<file path="config.mk">
export PLATFORM = sky130hd
export DESIGN_NAME = dmem_ctrl
export DESIGN_NICKNAME = d
export VERILOG_FILES = /design/src/rtl/dmem_ctrl.sv
export SDC_FILE = /design/constraint.sdc
export NUM_CORES = 1
export LEC_CHECK = 0
export BUFFER_PORTS_ARGS = -buffer_cell sky130_fd_sc_hd__buf_2
export CAP_MARGIN = 15
export CORE_AREA = 4 4 116 118
export DETAILED_ROUTE_END_ITERATION = 7
export DIE_AREA = 0 0 120 122
export PLACE_DENSITY = 0.73
export SLEW_MARGIN = 40
export SYNTH_ARGS = -nofsm -noshare
export SYNTH_HDL_FRONTEND = slang
export SYNTH_SLANG_ARGS = --single-unit
</file>
<file path="constraint.sdc">
create_clock -name clk -period 2 [get_ports clk]
set_input_delay 0.2 -clock clk [delete_from_list [all_inputs] [get_ports clk]]
set_output_delay 0.2 -clock clk [all_outputs]
set_load 0.02 [all_outputs]
</file>
<file path="src/rtl/dmem_ctrl.sv">
// dmem_ctrl: data-memory access controller for the MEM stage.
// Arbitrates the CPU and a secondary DMA requester onto the single-port data
// memory. Generates byte enables and write-lane replication, and sign/zero
// extends load data.
// Optional feature macro: DMEM_DMA_PORT_EN adds the DMA requester port. When
// the macro is undefined, dma_* inputs are ignored and dma_* outputs are tied low.
module dmem_ctrl #(
  parameter int unsigned STARVE_MAX = 4
) (
  input  logic        clk,
  input  logic        reset,
  input  logic        cpu_rd,
  input  logic        cpu_wr,
  input  logic [31:0] cpu_addr,
  input  logic [31:0] cpu_wdata,
  input  logic [2:0]  cpu_size,
  output logic        cpu_stall,
  output logic [31:0] cpu_rdata,
  output logic        cpu_fault,
  input  logic        dma_req,
  input  logic        dma_we,
  input  logic [31:0] dma_addr,
  input  logic [31:0] dma_wdata,
  output logic        dma_gnt,
  output logic        dma_done,
  output logic [31:0] dma_rdata,
  output logic        mem_req,
  output logic        mem_we,
  output logic [31:0] mem_addr,
  output logic [3:0]  mem_be,
  output logic [31:0] mem_wdata,
  input  logic        mem_ready,
  input  logic [31:0] mem_rdata
);

  localparam int unsigned AW  = 32;
  localparam int unsigned DW  = 32;
  localparam int unsigned BEW = 4;

`ifdef DMEM_DMA_PORT_EN
  localparam int unsigned SW = 4;
  typedef enum logic [1:0] {IDLE = 2'd0, CPU_BUSY = 2'd1, DMA_BUSY = 2'd2} state_e;
`else
  typedef enum logic [1:0] {IDLE = 2'd0, CPU_BUSY = 2'd1} state_e;
`endif

  state_e          state_q, state_d;
  logic [AW-1:0]   addr_q, addr_d;
  logic [2:0]      size_q, size_d;
  logic [DW-1:0]   wdata_q, wdata_d;
  logic            we_q, we_d;

  logic            cpu_req_c;
  logic            size_ok_c;
  logic            misaligned_c;
  logic            cpu_ok_c;
  logic            cpu_done_c;
  logic [DW-1:0]   lane_rd_c;

`ifdef DMEM_DMA_PORT_EN
  logic [SW-1:0]   starve_q, starve_d;
  logic            starve_hit_c;
`else
  localparam int unsigned UNUSED_STARVE = STARVE_MAX;
  logic unused_dma;
  assign unused_dma = ^{dma_req, dma_we, dma_addr, dma_wdata};
`endif

  // Qualify the CPU request: legal funct3 for the direction and natural alignment.
  always_comb begin
    cpu_req_c = cpu_rd | cpu_wr;
    if (cpu_wr) begin
      size_ok_c = (cpu_size == 3'b000) || (cpu_size == 3'b001) || (cpu_size == 3'b010);
    end else begin
      size_ok_c = (cpu_size == 3'b000) || (cpu_size == 3'b001) || (cpu_size == 3'b010) ||
                  (cpu_size == 3'b100) || (cpu_size == 3'b101);
    end
    misaligned_c = (((cpu_size == 3'b001) || (cpu_size == 3'b101)) && cpu_addr[0]) ||
                   ((cpu_size == 3'b010) && (cpu_addr[1:0] != 2'b00));
    cpu_ok_c   = cpu_req_c && size_ok_c && !misaligned_c;
    cpu_done_c = (state_q == CPU_BUSY) && mem_ready;
  end

`ifdef DMEM_DMA_PORT_EN
  assign starve_hit_c = (starve_q == SW'(STARVE_MAX));
`endif

  // Next-state: arbitration in IDLE, completion on mem_ready in either BUSY state.
  always_comb begin
    state_d = state_q;
    addr_d  = addr_q;
    size_d  = size_q;
    wdata_d = wdata_q;
    we_d    = we_q;
`ifdef DMEM_DMA_PORT_EN
    starve_d = starve_q;
`endif
    case (state_q)
      IDLE: begin
`ifdef DMEM_DMA_PORT_EN
        if (dma_req && (!cpu_ok_c || starve_hit_c)) begin
          state_d  = DMA_BUSY;
          addr_d   = {dma_addr[AW-1:2], 2'b00};
          size_d   = 3'b010;
          wdata_d  = dma_wdata;
          we_d     = dma_we;
          starve_d = '0;
        end else
`endif
        if (cpu_ok_c) begin
          state_d = CPU_BUSY;
          addr_d  = cpu_addr;
          size_d  = cpu_size;
          wdata_d = cpu_wdata;
          we_d    = cpu_wr;
`ifdef DMEM_DMA_PORT_EN
          if (dma_req && !starve_hit_c) begin
            starve_d = starve_q + SW'(1);
          end
`endif
        end
      end
      CPU_BUSY: begin
        if (mem_ready) begin
          state_d = IDLE;
        end
      end
`ifdef DMEM_DMA_PORT_EN
      DMA_BUSY: begin
        if (mem_ready) begin
          state_d = IDLE;
        end
      end
`endif
      default: state_d = IDLE;
    endcase
  end

  // State and latched access fields.
  always_ff @(posedge clk or posedge reset) begin
    if (reset) begin
      state_q <= IDLE;
      addr_q  <= '0;
      size_q  <= '0;
      wdata_q <= '0;
      we_q    <= 1'b0;
    end else begin
      state_q <= state_d;
      addr_q  <= addr_d;
      size_q  <= size_d;
      wdata_q <= wdata_d;
      we_q    <= we_d;
    end
  end

`ifdef DMEM_DMA_PORT_EN
  // Starvation counter: consecutive CPU wins while DMA waits.
  always_ff @(posedge clk or posedge reset) begin
    if (reset) begin
      starve_q <= '0;
    end else begin
      starve_q <= starve_d;
    end
  end
`endif

  assign lane_rd_c = mem_rdata >> {addr_q[1:0], 3'b000};

  // Memory strobes, lanes, load extraction and requester handshakes.
  always_comb begin
    mem_req   = 1'b0;
    mem_we    = 1'b0;
    mem_addr  = '0;
    mem_be    = '0;
    mem_wdata = '0;
    cpu_stall = 1'b0;
    cpu_fault = 1'b0;
    cpu_rdata = '0;
    dma_gnt   = 1'b0;
    dma_done  = 1'b0;
    dma_rdata = '0;

    if (state_q != IDLE) begin
      mem_req  = 1'b1;
      mem_we   = we_q;
      mem_addr = {addr_q[AW-1:2], 2'b00};
      case (size_q[1:0])
        2'b00: begin
          mem_be    = BEW'(4'b0001 << addr_q[1:0]);
          mem_wdata = {4{wdata_q[7:0]}};
        end
        2'b01: begin
          mem_be    = BEW'(4'b0011 << addr_q[1:0]);
          mem_wdata = {2{wdata_q[15:0]}};
        end
        default: begin
          mem_be    = 4'b1111;
          mem_wdata = wdata_q;
        end
      endcase
    end

    // Reset holds the pipeline free even though the request lines are still up.
    cpu_stall = !reset && cpu_ok_c && !cpu_done_c;
    cpu_fault = !reset && cpu_req_c && !cpu_ok_c;

    if (cpu_done_c) begin
      case (size_q)
        3'b000:  cpu_rdata = {{24{lane_rd_c[7]}}, lane_rd_c[7:0]};
        3'b001:  cpu_rdata = {{16{lane_rd_c[15]}}, lane_rd_c[15:0]};
        3'b100:  cpu_rdata = {24'd0, lane_rd_c[7:0]};
        3'b101:  cpu_rdata = {16'd0, lane_rd_c[15:0]};
        default: cpu_rdata = lane_rd_c;
      endcase
    end

`ifdef DMEM_DMA_PORT_EN
    dma_gnt  = (state_q == DMA_BUSY);
    dma_done = dma_gnt && mem_ready;
    if (dma_done) begin
      dma_rdata = mem_rdata;
    end
`endif
  end

endmodule

</file>
# Yosys cells after proc, flatten, opt, wreduce, memory -nomap -nowiden
# Cells that the tools add are included.
# Widths: inputs -> output; s select.
[op_classes] muxes=13 n_eq_ne=11 n_shift=3 n_reduce_logical=27 n_bitwise=1
[op_table] cell="$pmux 32 s4" count=1
[op_table] cell="$mux 32" count=3
[op_table] cell="$pmux 32 s2" count=1
[op_table] cell="$shr 32x5->32" count=1
[op_table] cell="$eq 3x3->1 const B" count=4
[op_table] cell="$logic_and 1x1->1" count=9
[op_table] cell="$pmux 4 s2" count=1
[op_table] cell="$eq 3x1->1 const B" count=2
[op_table] cell="$logic_not 3->1" count=2
[op_table] cell="$logic_or 1x1->1" count=6
[op_table] cell="$eq 2x1->1 const B" count=2
[op_table] cell="$logic_not 1->1" count=4
[op_table] cell="$logic_not 2->1" count=2
[op_table] cell="$mux 2" count=2
[op_table] cell="$mux 4" count=1
[op_table] cell="$ne 2x2->1 const B" count=2
[op_table] cell="$pmux 2 s2" count=1
[op_table] cell="$reduce_and 2->1" count=2
[op_table] cell="$reduce_bool 2->1" count=2
[op_table] cell="$shl 1x2->4 const A" count=1
[op_table] cell="$shl 2x2->4 const A" count=1
[op_table] cell="$eq 3x2->1 const B" count=1
[op_table] cell="$mux 1" count=3
[op_table] cell="$or 1x1->1" count=1
[word_totals] output_inout_bits=138 register_bits=70 wordCells=60 in_bits=170

# Depth between registers and ports, before layout
[logic_depth] ltp_word=10 depth_mapped=6 ltp_nobuf=4

# Worst setup path before layout
# No wires, ideal clock.
[synth_timing] path_type="register to output" from="register state_q[0]" to="output port cpu_rdata[24]" arrival_time_ps=1842 path_stages_with_launch=6 t_required_ps=1800 path_slack_ps=-42 n_path_buf=1 path_cell_list="dfrtp_1 > clkbuf_1 > nand2_1 > nor3b_2 > nand2_1 > o21ai_0"
[synth_between] elab_chain_cells=3
[synth_rtl] item="start, declared" line="47" rtl="state_e state_q, state_d;"
[synth_rtl] item="start signal, assigned" line="148" rtl="state_q <= state_d;"
[synth_rtl] item="$eq 2x1->1" line="81" rtl="cpu_done_c = (state_q == CPU_BUSY) && mem_ready;"
[synth_rtl] item="$logic_and 1x1->1" line="81"
[synth_rtl] item="$mux 32" line="207" rtl="if (cpu_done_c) begin"
[synth_rtl] item="end, declared" line="18" rtl="output logic [31:0] cpu_rdata,"
# Every way passes these cells.

# Worst setup path after layout
[layout_timing] from="register addr_q[1]" to="output port cpu_rdata[28]"
[layout_between] elab_chain_cells=3
[layout_rtl] item="start, declared" line="48" rtl="logic [AW-1:0] addr_q, addr_d;"
[layout_rtl] item="start signal, assigned" line="149" rtl="addr_q <= addr_d;"
[layout_rtl] item="$shr 32x5->32" line="167" rtl="assign lane_rd_c = mem_rdata >> {addr_q[1:0], 3'b000};"
[layout_rtl] item="$pmux 32 s4" line="208" rtl="case (size_q)"
[layout_rtl] item="$mux 32" line="207"
# Every way passes these cells.

==> results.yml <==
run_status:
  run_status: "finished with violations"
  violations: "setup timing"
timing:
  time_the_final_worst_path_needs_with_i_o_delays_and_setup_ps: 2090
  final.setup.worst_slack_ps: -89.6
  finalSetupViolations: 24
  grt_setup_unrepaired: "yes"
  report.final.slew_viol_count: 0
  hold_viol: 0
  finClkSkew_ps: 5.30
  final.period_utilization_pct: 104
  timing.fmax_mhz: 479
pwr:
  power.leakage_nw: 3.15
  comb_power_share_pct: 45.7
  power.switching_fraction_pct: 36.5
  internal-power_w: 0.00428
  vdd_ir_drop_max_uv: 661
  power_per_cell_area_nw_per_um2: 1060
  clock_share_of_power_pct: 23.2
  sequentialPowerShare_pct: 31.1
  power.switching_w: 0.00246
global_route:
  grt_pass1_wl_mm: 19.8
  grt_pass1_vias: 4003
  initial_antenna_violation_count: 1
  gr-usage-all-layers_pct: 17.0
  overflow: 0
  pin_count_of_the_biggest_net_entering_global_routing: 59
logic_synthesis:
  syn-instance-count: 442
  number_of_distinct_library_cells_after_synthesis: 29
  synth.yosys.seq_area_share_pct: 39.3
  netlist_area_um2: 4400
  avgSynthCellArea_um2: 9.95
  yosys_register_bits: 69
  yosys_warnings: 0
critical_path:
  crit_type: "reg -> out"
  required_ps: 1800
  crit_path_start_kind: "flop"
  worst_ep_arrival_time_ps: 1890
  crit_path_max_fanout: 8
  cp-end-kind: "output port"
placement:
  placement.setup.worst_slack_ps: 114
  detailed_place_hpwl_mm: 9.62
  buffer_ports.inserted: 205
  gpl.final_weighted_congestion: 0.771
final_layout:
  final_net_count: 826
  most_common_library_cell_in_the_layout_ignoring_fill_and_taps: "sky130_fd_sc_hd__buf_2"
  most-common-layout-cells: "sky130_fd_sc_hd__buf_2, sky130_fd_sc_hd__mux2_2, sky130_fd_sc_hd__dfrtp_1"
  layout.core_utilization_pct: 50.9
  syn2layout_area_growth_pct: 44.4
  final_layout_size_suffix_gt1_share_pct: 53.4
  num_antenna_cells: 0
  filler_cell_count: 1148
routing:
  vias: 4024
  vias_per_cell: 4.83
  postRouteWirelength_mm: 13.6
  drt-initial-drc-count: 143
  antenna_violating_nets_post_route: 0
  wl_per_cell_um: 16.4
  post-route-drc-count: 0
  first_pass_iters: 4
floorplan:
  die_height_um: 122
  die_width_um: 120
  core_region_area_um2: 12500
  start_util_pct: 35.3
  std_cell_rows: 41
  die-area_um2: 14600
  top_level_ports: 308
clock_tree:
  cts-buffers-inserted: 9
  cts-root-buf: "sky130_fd_sc_hd__clkbuf_16"
  clock_latency_ps: 330
  clk_pin_slew_worst_paths_ps: 60
  cts.sink_count: 69
  tritoncts: "built"
  buffers_from_clock_root_to_sink_at_most: 2
  h-tree-depth: 3
run:
  max-cap-violations: 0
worst_hold_path:
  holdCritPathClass: "in -> reg"
==> worst paths after layout <==
check	slack [ps]	cells past startpoint	start	endpoint
worst max-delay path	-90	7	addr_q[1]	cpu_rdata[28]
worst min-delay path	100	2	cpu_addr[5]	addr_q[5]
worst max register to register	310	4	state_q[0]	wdata_q[22]
worst min register to register	500	1	addr_q[27]	addr_q[27]
max in group asynchronous	950	4	reset	wdata_q[8]
min in group asynchronous	420	3	reset	addr_q[6]
==> power by group through the flow <==
stage                     clock (W)  sequential [W]  combinational, W
after floorplan                   0         0.00200           0.00197
after global placement            0         0.00210           0.00265
after detailed placement          0         0.00212           0.00268
final                       0.00157         0.00210           0.00308
after global routing        0.00169         0.00216           0.00332
after CTS                   0.00161         0.00211           0.00280
==> Yosys cell counts, drive strengths merged <==
library cell	n	area share [%]
a211oi	14	2.4
a21boi	9	1.5
a21o	1	0.17
a21oi	9	1.0
a221oi	1	0.20
and2	48	6.8
and3	8	1.1
buf	49	7.7
clkbuf	22	1.9
conb	1	0.085
dfrtp	69	39
inv	3	0.26
mux2	69	18
mux2i	34	7.7
nand2	34	2.9
nand3b	2	0.34
nor2	7	0.60
nor2b	17	2.4
nor3	2	0.34
nor3b	1	0.28
nor4	3	0.43
o211ai	2	0.34
o21a	3	0.51
o21ai	33	3.8
or2	1	0.14
==> cell families (layout without fill, tap and decap cells) <==
family                 Yosys count  in the layout  share of synthesized area [%]
flip-flops                      69             69                           39.3
buffers and inverters           74            258                           9.87
multiplexers                   103            103                           25.4
AO/OA/AOI/OAI                   72             72                           9.93
other                            1             36                         0.0853
AND/OR/NAND/NOR                123            123                           15.4
==> flip-flops by register name, summed over array words and instances (netlist names) <==
| name | count |
|---|---|
| wdata_q | 32 |
| state_q | 1 |
| size_q | 3 |
| we_q | 1 |
| addr_q | 32 |
==> stage by stage <==
step / TNS, ps / std cells / total power, W / hold slack [ps] / instance area (um^2)
finish: -1700 / 833 / 0.00674 / 101 / 6350
global route: -4000 / 833 / 0.00717 / 95.0 / 6350
CTS: -446 / 820 / 0.00652 / 88.9 / 5960
detailed placement: 0 / 801 / 0.00480 / 226 / 5550
global placement: 0 / 801 / 0.00474 / 222 / 5550
floorplan: 0 / 477 / 0.00396 / 352 / 4530
==> worst max-delay path, stage by stage (launching register included) <==
cell and delay (ps):
sky130_fd_sc_hd__dfrtp_2 450, sky130_fd_sc_hd__mux2i_4 280, sky130_fd_sc_hd__mux2i_1 100, sky130_fd_sc_hd__o211ai_1 190
sky130_fd_sc_hd__buf_4 180, sky130_fd_sc_hd__buf_8 150, sky130_fd_sc_hd__o21ai_2 70, sky130_fd_sc_hd__buf_6 130
==> final cells by class <==
cell class	instances	area, um^2	share of cell area, %
clock inverter	3	45.0	0.709
timing repair buffer	239	1590	25.0
tap	172	215	3.39
sequential	69	1730	27.3
multi-input combinational	334	2510	39.5
inverter	3	11.3	0.177
clock buffer	13	250	3.94
==> timing repair <==
action | 4_1_cts | 5_1_grt
hold endpoints to repair | 16 | 0
pin swaps | 0 | 2
resized for setup | 22 | 85
setup endpoints to repair | 34 | 35
gates cloned | 1 | 2
setup buffers | 1 | 11
hold buffers | 1 | 0
==> routing by layer <==
metal  up-vias  wire (um)  global-route usage [%]
met5         -         12                       0
met4         2        367                    6.30
met3        34       1170                    5.29
met2       184       6900                    31.1
met1      1910       5180                    18.5
li1       1894          -                       -
(Power assumes the default switching activity.)
